==> src/rtl/dsp_chain_result_collector.sv <==
// Terminal collector for a cascaded sum-of-products chain.
// A {valid,last} tag delay line matched to the chain latency marks the
// cycles where chain_result_i carries a real result. Multi-beat dot products
// are summed into a wide accumulator. Finished sums go into a small FIFO and
// leave on a valid/ready stream. Credit backpressure goes back to the issuer.
//
// Ports
//   clk, rst_n      clock, asynchronous active-low reset
//   issue_valid_i   beat presented to the chain this cycle
//   issue_last_i    beat closes its dot product (qualified by issue_valid_i)
//   issue_ready_o   collector accepts a beat this cycle
//   chain_result_i  signed 37-bit result from the last chain stage
//   out_valid_o     FIFO head valid
//   out_ready_i     downstream takes the head
//   out_data_o      signed completed dot product
//   out_beats_o     beats summed into out_data_o, saturating at 255
//   out_ovf_o       signed overflow seen while forming out_data_o
module dsp_chain_result_collector #(
  parameter int unsigned CHAIN_LAT  = 4,
  parameter int unsigned ACC_W      = 48,
  parameter int unsigned FIFO_DEPTH = 4
) (
  input  logic             clk,
  input  logic             rst_n,
  input  logic             issue_valid_i,
  input  logic             issue_last_i,
  output logic             issue_ready_o,
  input  logic [36:0]      chain_result_i,
  output logic             out_valid_o,
  input  logic             out_ready_i,
  output logic [ACC_W-1:0] out_data_o,
  output logic [7:0]       out_beats_o,
  output logic             out_ovf_o
);

  localparam int unsigned RES_W     = 37;
  localparam int unsigned BEAT_W    = 8;
  localparam int unsigned PTR_W     = (FIFO_DEPTH > 1) ? $clog2(FIFO_DEPTH) : 1;
  localparam int unsigned CNT_W     = PTR_W + 1;
  localparam int unsigned TAG_CNT_W = $clog2(CHAIN_LAT + 1);
  localparam int unsigned CRD_W     = ((CNT_W > TAG_CNT_W) ? CNT_W : TAG_CNT_W) + 1;

  // Tag delay line
  logic [CHAIN_LAT-1:0] tag_v_q, tag_v_d;
  logic [CHAIN_LAT-1:0] tag_l_q, tag_l_d;
  logic [TAG_CNT_W-1:0] last_cnt_d;

  // Accumulator
  logic [ACC_W-1:0]  acc_q, acc_d;
  logic [BEAT_W-1:0] beat_cnt_q, beat_cnt_d;
  logic              ovf_acc_q, ovf_acc_d;

  // FIFO
  logic [ACC_W-1:0]  mem_data_q  [FIFO_DEPTH];
  logic [BEAT_W-1:0] mem_beats_q [FIFO_DEPTH];
  logic              mem_ovf_q   [FIFO_DEPTH];
  logic [PTR_W-1:0]  wr_ptr_q, wr_ptr_d;
  logic [PTR_W-1:0]  rd_ptr_q, rd_ptr_d;
  logic [CNT_W-1:0]  fifo_cnt_q, fifo_cnt_d;
  logic              out_valid_q, out_valid_d;
  logic              issue_ready_q, issue_ready_d;

  logic              accept;
  logic              res_fire;
  logic              res_last;
  logic              push;
  logic              pop;
  logic [ACC_W-1:0]  res_ext;
  logic [ACC_W-1:0]  sum;
  logic              ovf_this;
  logic [BEAT_W-1:0] beats_inc;

  // Shift tags; count last-tags still in flight after this edge.
  always_comb begin
    accept     = issue_valid_i & issue_ready_q;
    tag_v_d    = '0;
    tag_l_d    = '0;
    last_cnt_d = '0;
    tag_v_d[0] = accept;
    tag_l_d[0] = accept & issue_last_i;
    for (int unsigned i = 1; i < CHAIN_LAT; i++) begin
      tag_v_d[i] = tag_v_q[i-1];
      tag_l_d[i] = tag_l_q[i-1];
    end
    for (int unsigned i = 0; i < CHAIN_LAT; i++) begin
      last_cnt_d = last_cnt_d + TAG_CNT_W'(tag_l_d[i]);
    end
  end

  // Accumulate qualified results, push completed sums, track FIFO and credit.
  always_comb begin
    res_fire   = tag_v_q[CHAIN_LAT-1];
    res_last   = tag_l_q[CHAIN_LAT-1];
    res_ext    = {{(ACC_W-RES_W){chain_result_i[RES_W-1]}}, chain_result_i};
    sum        = acc_q + res_ext;
    // Overflow: operands agree in sign but the sum does not.
    ovf_this   = (acc_q[ACC_W-1] == res_ext[ACC_W-1]) & (sum[ACC_W-1] != acc_q[ACC_W-1]);
    beats_inc  = (beat_cnt_q == {BEAT_W{1'b1}}) ? beat_cnt_q : beat_cnt_q + BEAT_W'(1);
    push       = res_fire & res_last;
    pop        = out_valid_q & out_ready_i;

    acc_d      = acc_q;
    beat_cnt_d = beat_cnt_q;
    ovf_acc_d  = ovf_acc_q;
    if (res_fire) begin
      if (res_last) begin
        acc_d      = '0;
        beat_cnt_d = '0;
        ovf_acc_d  = 1'b0;
      end else begin
        acc_d      = sum;
        beat_cnt_d = beats_inc;
        ovf_acc_d  = ovf_acc_q | ovf_this;
      end
    end

    fifo_cnt_d    = fifo_cnt_q + CNT_W'(push) - CNT_W'(pop);
    wr_ptr_d      = push ? wr_ptr_q + PTR_W'(1) : wr_ptr_q;
    rd_ptr_d      = pop  ? rd_ptr_q + PTR_W'(1) : rd_ptr_q;
    out_valid_d   = (fifo_cnt_d != '0);
    // Every last-tag in flight reserves a FIFO slot, so a push never overflows.
    issue_ready_d = (CRD_W'(fifo_cnt_d) + CRD_W'(last_cnt_d)) < CRD_W'(FIFO_DEPTH);
  end

  // Control and accumulator state
  always_ff @(posedge clk or negedge rst_n) begin
    if (!rst_n) begin
      tag_v_q       <= '0;
      tag_l_q       <= '0;
      acc_q         <= '0;
      beat_cnt_q    <= '0;
      ovf_acc_q     <= 1'b0;
      wr_ptr_q      <= '0;
      rd_ptr_q      <= '0;
      fifo_cnt_q    <= '0;
      out_valid_q   <= 1'b0;
      issue_ready_q <= 1'b1;
    end else begin
      tag_v_q       <= tag_v_d;
      tag_l_q       <= tag_l_d;
      acc_q         <= acc_d;
      beat_cnt_q    <= beat_cnt_d;
      ovf_acc_q     <= ovf_acc_d;
      wr_ptr_q      <= wr_ptr_d;
      rd_ptr_q      <= rd_ptr_d;
      fifo_cnt_q    <= fifo_cnt_d;
      out_valid_q   <= out_valid_d;
      issue_ready_q <= issue_ready_d;
    end
  end

  // FIFO storage; cleared on reset so the idle head reads as zero.
  always_ff @(posedge clk or negedge rst_n) begin
    if (!rst_n) begin
      for (int unsigned i = 0; i < FIFO_DEPTH; i++) begin
        mem_data_q[i]  <= '0;
        mem_beats_q[i] <= '0;
        mem_ovf_q[i]   <= 1'b0;
      end
    end else if (push) begin
      mem_data_q[wr_ptr_q]  <= sum;
      mem_beats_q[wr_ptr_q] <= beats_inc;
      mem_ovf_q[wr_ptr_q]   <= ovf_acc_q | ovf_this;
    end
  end

  assign issue_ready_o = issue_ready_q;
  assign out_valid_o   = out_valid_q;
  assign out_data_o    = mem_data_q[rd_ptr_q];
  assign out_beats_o   = mem_beats_q[rd_ptr_q];
  assign out_ovf_o     = mem_ovf_q[rd_ptr_q];

endmodule
==> config.mk <==
export PLATFORM = sky130hd
export DESIGN_NAME = dsp_chain_result_collector
export DESIGN_NICKNAME = d
export VERILOG_FILES = /design/src/rtl/dsp_chain_result_collector.sv
export SDC_FILE = /design/constraint.sdc
export NUM_CORES = 1
export LEC_CHECK = 0
export ABC_AREA = 1
export BUFFER_PORTS_ARGS = -buffer_cell sky130_fd_sc_hd__buf_2
export CORE_MARGIN = 3
export CORE_UTILIZATION = 60
export CTS_BUF_LIST = sky130_fd_sc_hd__clkbuf_8
export DETAILED_ROUTE_END_ITERATION = 7
export PLACE_DENSITY_LB_ADDON = 0.15
export SLEW_MARGIN = 25
export SYNTH_ARGS = -nofsm -noshare
export SYNTH_HDL_FRONTEND = slang
export SYNTH_SLANG_ARGS = --single-unit
==> constraint.sdc <==
create_clock -name clk -period 2.4 [get_ports clk]
set_input_delay 0.12 -clock clk [delete_from_list [all_inputs] [get_ports clk]]
set_output_delay 0.12 -clock clk [all_outputs]
set_load 0.01 [all_outputs]
==> results of run 1 <==
==> per-stage QoR <==
step / setup TNS (ps) / util
finish: 0 / 0.702
global route: -608 / 0.702
CTS: 0 / 0.689
detailed placement: -19.1 / 0.650
global placement: 0 / 0.650
floorplan: 0 / -
==> how the worst min path moves through the flow <==
stage	cells past startpoint	endpoint	from	slack (ps)
2_1_floorplan	0	acc_q[0]$_DFFE_PN0P_	rst_n	-180
3_3_place_gp	1	tag_v_q[2]$_DFF_PN0_	rst_n	90
3_5_place_dp	1	tag_v_q[2]$_DFF_PN0_	rst_n	90
4_1_cts	2	tag_v_q[2]$_DFF_PN0_	rst_n	60
5_1_grt	2	tag_v_q[2]$_DFF_PN0_	rst_n	80
6_report	2	tag_v_q[2]$_DFF_PN0_	rst_n	70
==> power groups by stage <==
stage	combinational [mW]	clock [mW]	sequential, mW
3_3_place_gp	12.5	0	8.20
3_5_place_dp	12.7	0	8.27
5_1_grt	15.0	4.75	8.48
4_1_cts	12.8	4.49	8.22
2_1_floorplan	8.56	0	7.98
6_report	13.6	4.42	8.24
==> flip-flops by register name (all words and copies together), names as in the netlist <==
name and flops:
mem_data_q 192, tag_v_q 4, fifo_cnt_q 3, tag_l_q 4, mem_beats_q 32, wr_ptr_q 2
mem_ovf_q 4, issue_ready_o 1, ovf_acc_q 1, beat_cnt_q 8, acc_q 48, out_valid_o 1
rd_ptr_q 2
==> final cells by class <==
cell class | instances | area share
clock inverters | 34 | 0.00932
clock buffers | 59 | 0.0429
repair buffers | 154 | 0.0567
multi-input cells | 1634 | 0.434
flip-flops and latches | 302 | 0.400
well taps | 341 | 0.0225
inverters | 176 | 0.0350
==> synth_stat cells, drive strengths merged <==
cell type and number:
a211oi 1, and2 1, a22o 1, dfrtp 301
nor3 10, nor2 206, dfstp 1, clkinv 1
nand3b 8, fa 3, o21bai 11, clkbuf 75
buf 17, xnor2 18, nand3 157, ha 56
o22ai 62, or2 6, nand2 723, a21boi 1
nand4 13, a21o 3, o21a 1, nor3b 1
inv 175, o211ai 1, o21ai 283, xor2 10
a21oi 58
==> critical path: stages (launching register included) <==
cell and delay (ps):
dfrtp_4 510, clkinv_2 100, buf_12 260, o21ai_0 150, o22ai_1 320, buf_2 210
==> cells by family (layout without fill, tap and decap cells) <==
family,count (synthesis),count (layout),synth area share
adders and majority gates,59,59,0.0462
DFF,302,302,0.459
and+or+nand+nor,1125,1125,0.280
xor gates and xnor gates,28,28,0.0153
AOI/OAI and AO/OA,422,422,0.137
buffers and inverters,268,423,0.0624
==> metal layers <==
layer / global-route usage / routed length (µm) / vias up
met5: 0 / 0 / -
met4: 0.110 / 1390 / 0
met3: 0.0586 / 4120 / 110
met2: 0.516 / 22100 / 655
met1: 0.482 / 21400 / 7501
li1: - / - / 7422
==> repair_timing <==
action                     CTS  global route
resized for setup            1            93
hold endpoints to repair   262             0
setup endpoints to repair    5           153
pin swaps                    0            18
hold buffers                 5             0
setup buffers                0             4
==> impl_metrics.yaml, run 1 <==
die:
  core_area_um2: 27000
  die_h_um: 172
  rows: 60
  dieArea_um2: 29500
  die_w_um: 172
  ios: 101
  start_util: 0.611
setup_path:
  reg2reg_from: "acc_q[23]$_DFFE_PN0P_"
  startpoint_type: "flip-flop"
  r2r-end: "mem_data_q[42]$_DFFE_PN0P_"
  cp_data_arrival_time_ps: 2210
  rr_worst_depth: 11
  crit_type: "reg2out"
  crit_path_end_kind: "output port"
  r2r_slack_ps: 100
  worstPathMaxFanout: 72
  crit_required_ps: 2280
  setup.worst_path.start: "rd_ptr_q[0]$_DFFE_PN0P_"
  endpoint: "out_data_o[40]"
synth:
  yosysUniqueCellTypes: 41
  ys_seq_area_frac: 0.459
  synth_top_area_share: 0.457
  ys_warn_count: 0
  netlist.top_cell.by_area: "dfrtp_1"
  syn_area_per_cell_um2: 7.47
  synth_cells: 2204
  synth_nets: 2305
  synth_area_leaders: "dfrtp_1, nand2_1, o21ai_0, nand3_1, nor2_1"
  synth_area_um2: 16500
  ys_ff_latch: 302
sta:
  final.hold.worst_slack_ps: 68.0
  hold_viol: 0
  maxSlewViolCount: 0
  fin_skew_ps: 23.3
  fin_ws_ps: 72.5
  tightest_slew_ps: 793
  timing.slew.headroom: 0.470
  period_minus_slack_ps: 2330
  report.final.setup_viol: 0
  rsz0062_at_grt: "yes"
  timing.final.crit_share: 0.970
  fmax_mhz: 430
pwr:
  powerDensity_nw_per_um2: 1390
  p_switching_mw: 12.1
  leakagePower_nw: 9.57
  combPwrFrac: 0.518
  power_frac_seq: 0.314
  clkPwrFrac: 0.168
  intPower_mw: 14.1
  swShare: 0.462
  total_power_mw: 26.2
  peakVddDrop_mv: 0.849
routing:
  drt_iter0_drc: 1565
  dr.pass1.iters: 6
  via_per_inst: 5.81
  ant_nets: 0
  drt_wl_total_um: 49100
  post-route-drc-count: 0
  vias: 15700
  wl_per_cell_um: 18.2
clock_network:
  clockBufferDepth: 3
  cts-htree-levels: 2
  clk_pin_slew_ps: 60
  root_buffer: "clkbuf_8"
  clock_sinks: 302
  cts_tree: "done"
  cts_made_buffers: 51
  clk_latency_ps: 580
run:
  cap_violations: 0
global_routing:
  grt-ovfl-total: 0
  antenna_found_initial: 0
  track_usage: 0.334
  grt_pass1_vias: 14900
  grt_max_degree: 80
  grt_pass1_wl_um: 77900
finish:
  drive_gt1_frac: 0.150
  multiInputGateArea_um2: 8210
  area_delta_synth_final_pct: 14.9
  final-instance-count-excl-fill: 2700
  fin_nets: 2420
  final_common_cell: "nand2_1"
  regArea_um2: 7560
  final_cell_area_um2: 18900
  antenna_cells: 0
  fillers: 2267
  mostFrequentLayoutCells: "nand2_1, dfrtp_1, o21ai_0"
placed_design:
  portBuffers: 100
  dp_hpwl_um: 33400
  place_area_um2: 17500
  gp_congestion: 1.03
  dpl.cell_count: 2598
  post-place-ws_ps: -9.14
min_path:
  hold_class: "in2async"
outcome:
  status: "finished clean"
No activity file was read; power rests on OpenSTA's default activity.
==> inputs of run 2 (changes only) <==
--- a/config.mk
+++ b/config.mk
@@ -6,7 +6,7 @@
 export NUM_CORES = 1
 export LEC_CHECK = 0
 export ABC_AREA = 1
-export BUFFER_PORTS_ARGS = -buffer_cell sky130_fd_sc_hd__buf_2
+export BUFFER_PORTS_ARGS = -buffer_cell sky130_fd_sc_hd__clkbuf_2
 export CORE_MARGIN = 3
 export CORE_UTILIZATION = 60
 export CTS_BUF_LIST = sky130_fd_sc_hd__clkbuf_8
==> run 2 against run 1 <==
Effect of this change: the flow now finishes with violations (setup timing); die area unchanged; wire length grew 0.34%; utilization rose by 0.15 points; sequential power about the same; register-to-register slack worse by 20 ps; sequential cell count stayed put; combinational power barely moved; cell count fell by 0.41%; highest routed layer unchanged.
==> impl_metrics.yaml, run 2 (synthesis results as in run 1) <==
routing:
  via_per_inst: 5.84
  drt_iter0_drc: 1434
  wl_per_cell_um: 18.3
  post-route-drc-count: 0
  ant_nets: 0
  dr.pass1.iters: 5
  vias: 15700
  drt_wl_total_um: 49200
setup_path:
  setup.worst_path.start: "rd_ptr_q[0]$_DFFE_PN0P_"
  reg2reg_from: "acc_q[23]$_DFFE_PN0P_"
  r2r-end: "mem_data_q[34]$_DFFE_PN0P_"
  crit_path_end_kind: "output port"
  cp_data_arrival_time_ps: 2320
  startpoint_type: "flip-flop"
  rr_worst_depth: 10
  endpoint: "out_data_o[33]"
  crit_required_ps: 2280
  worstPathMaxFanout: 42
  r2r_slack_ps: 80
  crit_type: "reg2out"
clock_network:
  cts-htree-levels: 2
  cts_tree: "done"
  clk_latency_ps: 590
  clockBufferDepth: 3
  root_buffer: "clkbuf_8"
  clk_pin_slew_ps: 60
  clock_sinks: 302
  cts_made_buffers: 50
outcome:
  status: "finished, violations left"
  violations: "setup timing"
die:
  rows: 60
  start_util: 0.611
  die_h_um: 172
  ios: 101
  die_w_um: 172
  core_area_um2: 27000
  dieArea_um2: 29500
finish:
  area_delta_synth_final_pct: 15.1
  top_regs: "mem_data_q (192), acc_q (48), mem_beats_q (32)"
  mostFrequentLayoutCells: "nand2_1, dfrtp_1, o21ai_0"
  largest_register_ffs: 192
  antenna_cells: 0
  fin_nets: 2415
  final_common_cell: "nand2_1"
  top_register: "mem_data_q"
  fin_util: 0.704
  drive_gt1_frac: 0.149
sta:
  report.final.setup_viol: 1
  hold_viol: 0
  rsz0062_at_grt: "yes"
  timing.final.crit_share: 1.02
  fmax_mhz: 410
  fin_ws_ps: -39.8
  timing.slew.headroom: 0.469
  fin_skew_ps: 28.4
  tightest_slew_ps: 796
  period_minus_slack_ps: 2440
  maxSlewViolCount: 0
global_routing:
  grt-ovfl-total: 0
  grt_pass1_wl_um: 78600
  grt_pass1_vias: 15300
  antenna_found_initial: 0
  track_usage: 0.335
  grt_max_degree: 88
min_path:
  hold_class: "in2reg"
  worstHoldStart: "chain_result_i[0]"
pwr:
  clkPwrFrac: 0.175
  combPwrFrac: 0.514
  peakVddDrop_mv: 0.688
  leakagePower_nw: 9.60
  power_frac_seq: 0.311
  powerDensity_nw_per_um2: 1400
  swShare: 0.460
  p_switching_mw: 12.2
  intPower_mw: 14.4
placed_design:
  post-place-ws_ps: -39.0
  gp_congestion: 0.980
  dp_hpwl_um: 32500
  portBuffers: 100
run:
  cap_violations: 0
run 2: worst min-delay path by stage:
stage,to,depth (start not counted)
CTS,mem_data_q[0]$_DFFE_PN0P_,4
floorplan,acc_q[0]$_DFFE_PN0P_,0
global placement,tag_v_q[2]$_DFF_PN0_,1
detailed placement,tag_v_q[2]$_DFF_PN0_,1
finish,mem_data_q[0]$_DFFE_PN0P_,4
global route,mem_data_q[0]$_DFFE_PN0P_,4
run 2: critical path, stage by stage, from the launching register on:
cell,delay [ps]
dfrtp_4,440
buf_4,440
o21ai_0,170
o22ai_1,420
clkbuf_2,220
run 2: area by class of cell:
class                   count  area [µm²]
flip-flops and latches    302        7560
fillers                  2221        7990
clock buffers              62         853
clock inverters            24         163
well taps                 341         427
repair buffers            150        1040
inverters                 176         662
multi-input cells        1634        8250
run 2: layer usage:
metal | GRT usage | up-vias | wire length, µm
li1 | - | 7390 | -
met1 | 0.475 | 7518 | 21500
met2 | 0.526 | 657 | 22000
met3 | 0.0584 | 138 | 4150
met4 | 0.110 | 0 | 1600
met5 | 0 | - | 0
run 2: power by group through the flow:
| stage | Sequential [mW] | Combinational, mW | Clock (mW) |
|---|---|---|---|
| 2_1_floorplan | 7.98 | 8.56 | 0 |
| 3_3_place_gp | 8.20 | 12.5 | 0 |
| 3_5_place_dp | 8.27 | 12.7 | 0 |
| 4_1_cts | 8.22 | 12.8 | 4.70 |
| 5_1_grt | 8.48 | 15.2 | 4.92 |
| 6_report | 8.25 | 13.7 | 4.64 |
run 2: timing repair:
| item | 4_1_cts | 5_1_grt |
|---|---|---|
| endpoints found under the hold margin | 137 | 0 |
| gates resized for setup | 3 | 95 |
| hold buffers | 4 | 0 |
| pin swaps | 0 | 18 |
| endpoints found under the setup margin | 18 | 145 |
| setup buffers | 0 | 5 |
run 2: through the flow:
stage | instances | hold slack, ps | TNS [ps] | power, mW | cell area [µm²]
final | 2689 | 85.9 | -39.8 | 26.6 | 19000
after global routing | 2689 | 107 | -1450 | 28.6 | 19000
after CTS | 2684 | 35.4 | 0 | 25.7 | 18600
after detailed placement | 2594 | 149 | -221 | 21.0 | 17500
after global placement | 2594 | 147 | 0 | 20.7 | 17500
after floorplan | 2204 | -176 | 0 | 16.5 | 16500
==> inputs of run 3 (changes only) <==
--- a/config.mk
+++ b/config.mk
@@ -11,7 +11,7 @@
 export CORE_UTILIZATION = 60
 export CTS_BUF_LIST = sky130_fd_sc_hd__clkbuf_8
 export DETAILED_ROUTE_END_ITERATION = 7
-export PLACE_DENSITY_LB_ADDON = 0.15
+export PLACE_DENSITY = 0.9
 export SLEW_MARGIN = 25
 export SYNTH_ARGS = -nofsm -noshare
 export SYNTH_HDL_FRONTEND = slang
==> run 3 against run 2 <==
Effect of this change: utilization increased by 0.92 points; setup slack improved by 36 ps; largest cell class unchanged; count of clock-buffer cells in the layout decreased by 2; register-to-register slack got worse by 80 ps; the flow finishes with violations (DRC, setup timing); global-route usage decreased by 0.054 points; critical path depth increased by 7; non-clock buffer count increased by 1; sequential share of layout area decreased by 0.52 points; first-iteration DRC count increased by 36%.
==> impl_metrics.yaml, run 3 (synthesis results as in run 1) <==
outcome:
  status: "finished, violations left"
  violations: "DRC, setup timing"
sta:
  tightest_slew_ps: 691
  period_minus_slack_ps: 2400
  final.hold.worst_slack_ps: 37.1
  fmax_mhz: 416
  fin_ws_ps: -3.49
  rsz0062_at_grt: "yes"
  fin_skew_ps: 62.8
  maxSlewViolCount: 0
  timing.final.crit_share: 1.00
  timing.slew.headroom: 0.539
  hold_viol: 0
  report.final.setup_viol: 2
routing:
  via_per_inst: 6.03
  vias: 16300
  post-route-drc-count: 1
  drt_wl_total_um: 52300
  ant_nets: 0
  dr.pass1.iters: 8
  wl_per_cell_um: 19.4
  drt_iter0_drc: 1949
finish:
  fin_nets: 2416
  drive_gt1_frac: 0.157
  antenna_cells: 0
  area_delta_synth_final_pct: 16.6
  largest_register_ffs: 192
  mostFrequentLayoutCells: "nand2_1, dfrtp_1, o21ai_0"
  top_register: "mem_data_q"
  top_regs: "mem_data_q (192), acc_q (48), mem_beats_q (32)"
  fin_util: 0.713
  final_cell_area_um2: 19200
  final_common_cell: "nand2_1"
clock_network:
  cts_tree: "done"
  clk_pin_slew_ps: 70
  clock_sinks: 302
  cts_made_buffers: 50
  root_buffer: "clkbuf_8"
  cts-htree-levels: 2
  clockBufferDepth: 3
  clk_latency_ps: 630
setup_path:
  slowest_stage: "fa_2"
  crit_required_ps: 2860
  path_cells: "ha_4 -> inv_4 -> fa_2 -> nand3b_1 -> nand2_2 -> nand2_2 -> nand2_4 -> nand2_2 -> nand2_4 -> xnor2_1 -> o21ai_0"
  critical-path-top-delay-family: "simple AND/OR/NAND/NOR gates"
  cpMostUsedCell: "nand2_2"
  crit_cells: 11
  cp_data_arrival_time_ps: 2870
  rr_worst_depth: 11
  startpoint_type: "flip-flop"
  crit_path_end_kind: "flip-flop"
  cp_num_buf_inv: 1
  crit_type: "reg2reg"
  worstPathMaxFanout: 5
  slowest_delay_ps: 400
placed_design:
  place_area_um2: 17400
  gp_congestion: 1.02
  portBuffers: 100
  dp_hpwl_um: 33400
  post-place-ws_ps: 4.85
die:
  core_area_um2: 27000
  die_w_um: 172
  start_util: 0.611
  ios: 101
  rows: 60
  die_h_um: 172
  dieArea_um2: 29500
pwr:
  total_power_mw: 27.4
  leakagePower_nw: 9.72
  powerDensity_nw_per_um2: 1430
  peakVddDrop_mv: 0.653
run:
  cap_violations: 0
global_routing:
  grt_pass1_vias: 15300
  antenna_found_initial: 0
  grt_pass1_wl_um: 78500
  track_usage: 0.334
  grt_max_degree: 106
  grt-ovfl-total: 0
min_path:
  hold_class: "in2async"
-- run 3: where the power goes --
part / internal, mW / switching, mW
clock network: 2.40 / 2.16
logic: 4.93 / 9.53
registers: 7.15 / 1.22
total: 14.5 / 12.9
-- run 3: worst reg2reg max path: stages, from the launching register on --
cell,delay [ps]
dfrtp_1,390
ha_4,170
inv_4,50
fa_2,400
nand3b_1,200
nand2_2,130
nand2_2,80
nand2_4,90
nand2_2,70
nand2_4,110
xnor2_1,320
o21ai_0,240
-- run 3: path summary, 6_finish.rpt --
path | start | end | slack [ps]
worst max-delay path | acc_q[0]$_DFFE_PN0P_ | mem_data_q[10]$_DFFE_PN0P_ | -3
worst min-delay path | rst_n | mem_beats_q[0]$_DFFE_PN0P_ | 40
worst max register to register | acc_q[0]$_DFFE_PN0P_ | mem_data_q[10]$_DFFE_PN0P_ | -3
worst min register to register | tag_v_q[2]$_DFF_PN0_ | tag_v_q[3]$_DFF_PN0_ | 360
max in group asynchronous | rst_n | mem_ovf_q[0]$_DFFE_PN0P_ | 1460
min in group clk | chain_result_i[0] | mem_data_q[96]$_DFFE_PN0P_ | 40
-- run 3: layout make-up --
class | count | area (µm²)
Clock buffer | 60 | 826
Inverter | 176 | 671
Tap cell | 341 | 427
Sequential cell | 302 | 7560
Timing Repair Buffer | 151 | 1080
Multi-Input combinational cell | 1634 | 8440
Clock inverter | 33 | 195
Fill cell | 1994 | 7740
-- run 3: repair_timing --
action | in CTS | in global routing
gates cloned | 0 | 2
endpoints found under the setup margin | 61 | 159
setup buffers | 0 | 7
gates resized for setup | 11 | 134
endpoints found under the hold margin | 299 | 0
pin swaps | 1 | 30
hold buffers | 5 | 0
-- run 3: through the flow --
step | instances | setup TNS, ps
final | 2697 | -4.09
after global routing | 2697 | -2160
after CTS | 2688 | 0
after detailed placement | 2590 | 0
after global placement | 2590 | 0
after floorplan | 2204 | 0
-- run 3: layer usage --
metal | GRT usage | up-vias | wire [µm]
li1 | - | 7434 | -
met1 | 0.471 | 7617 | 21000
met2 | 0.523 | 1036 | 23800
met3 | 0.0540 | 188 | 5390
met4 | 0.131 | 0 | 2060
met5 | 0 | - | 0
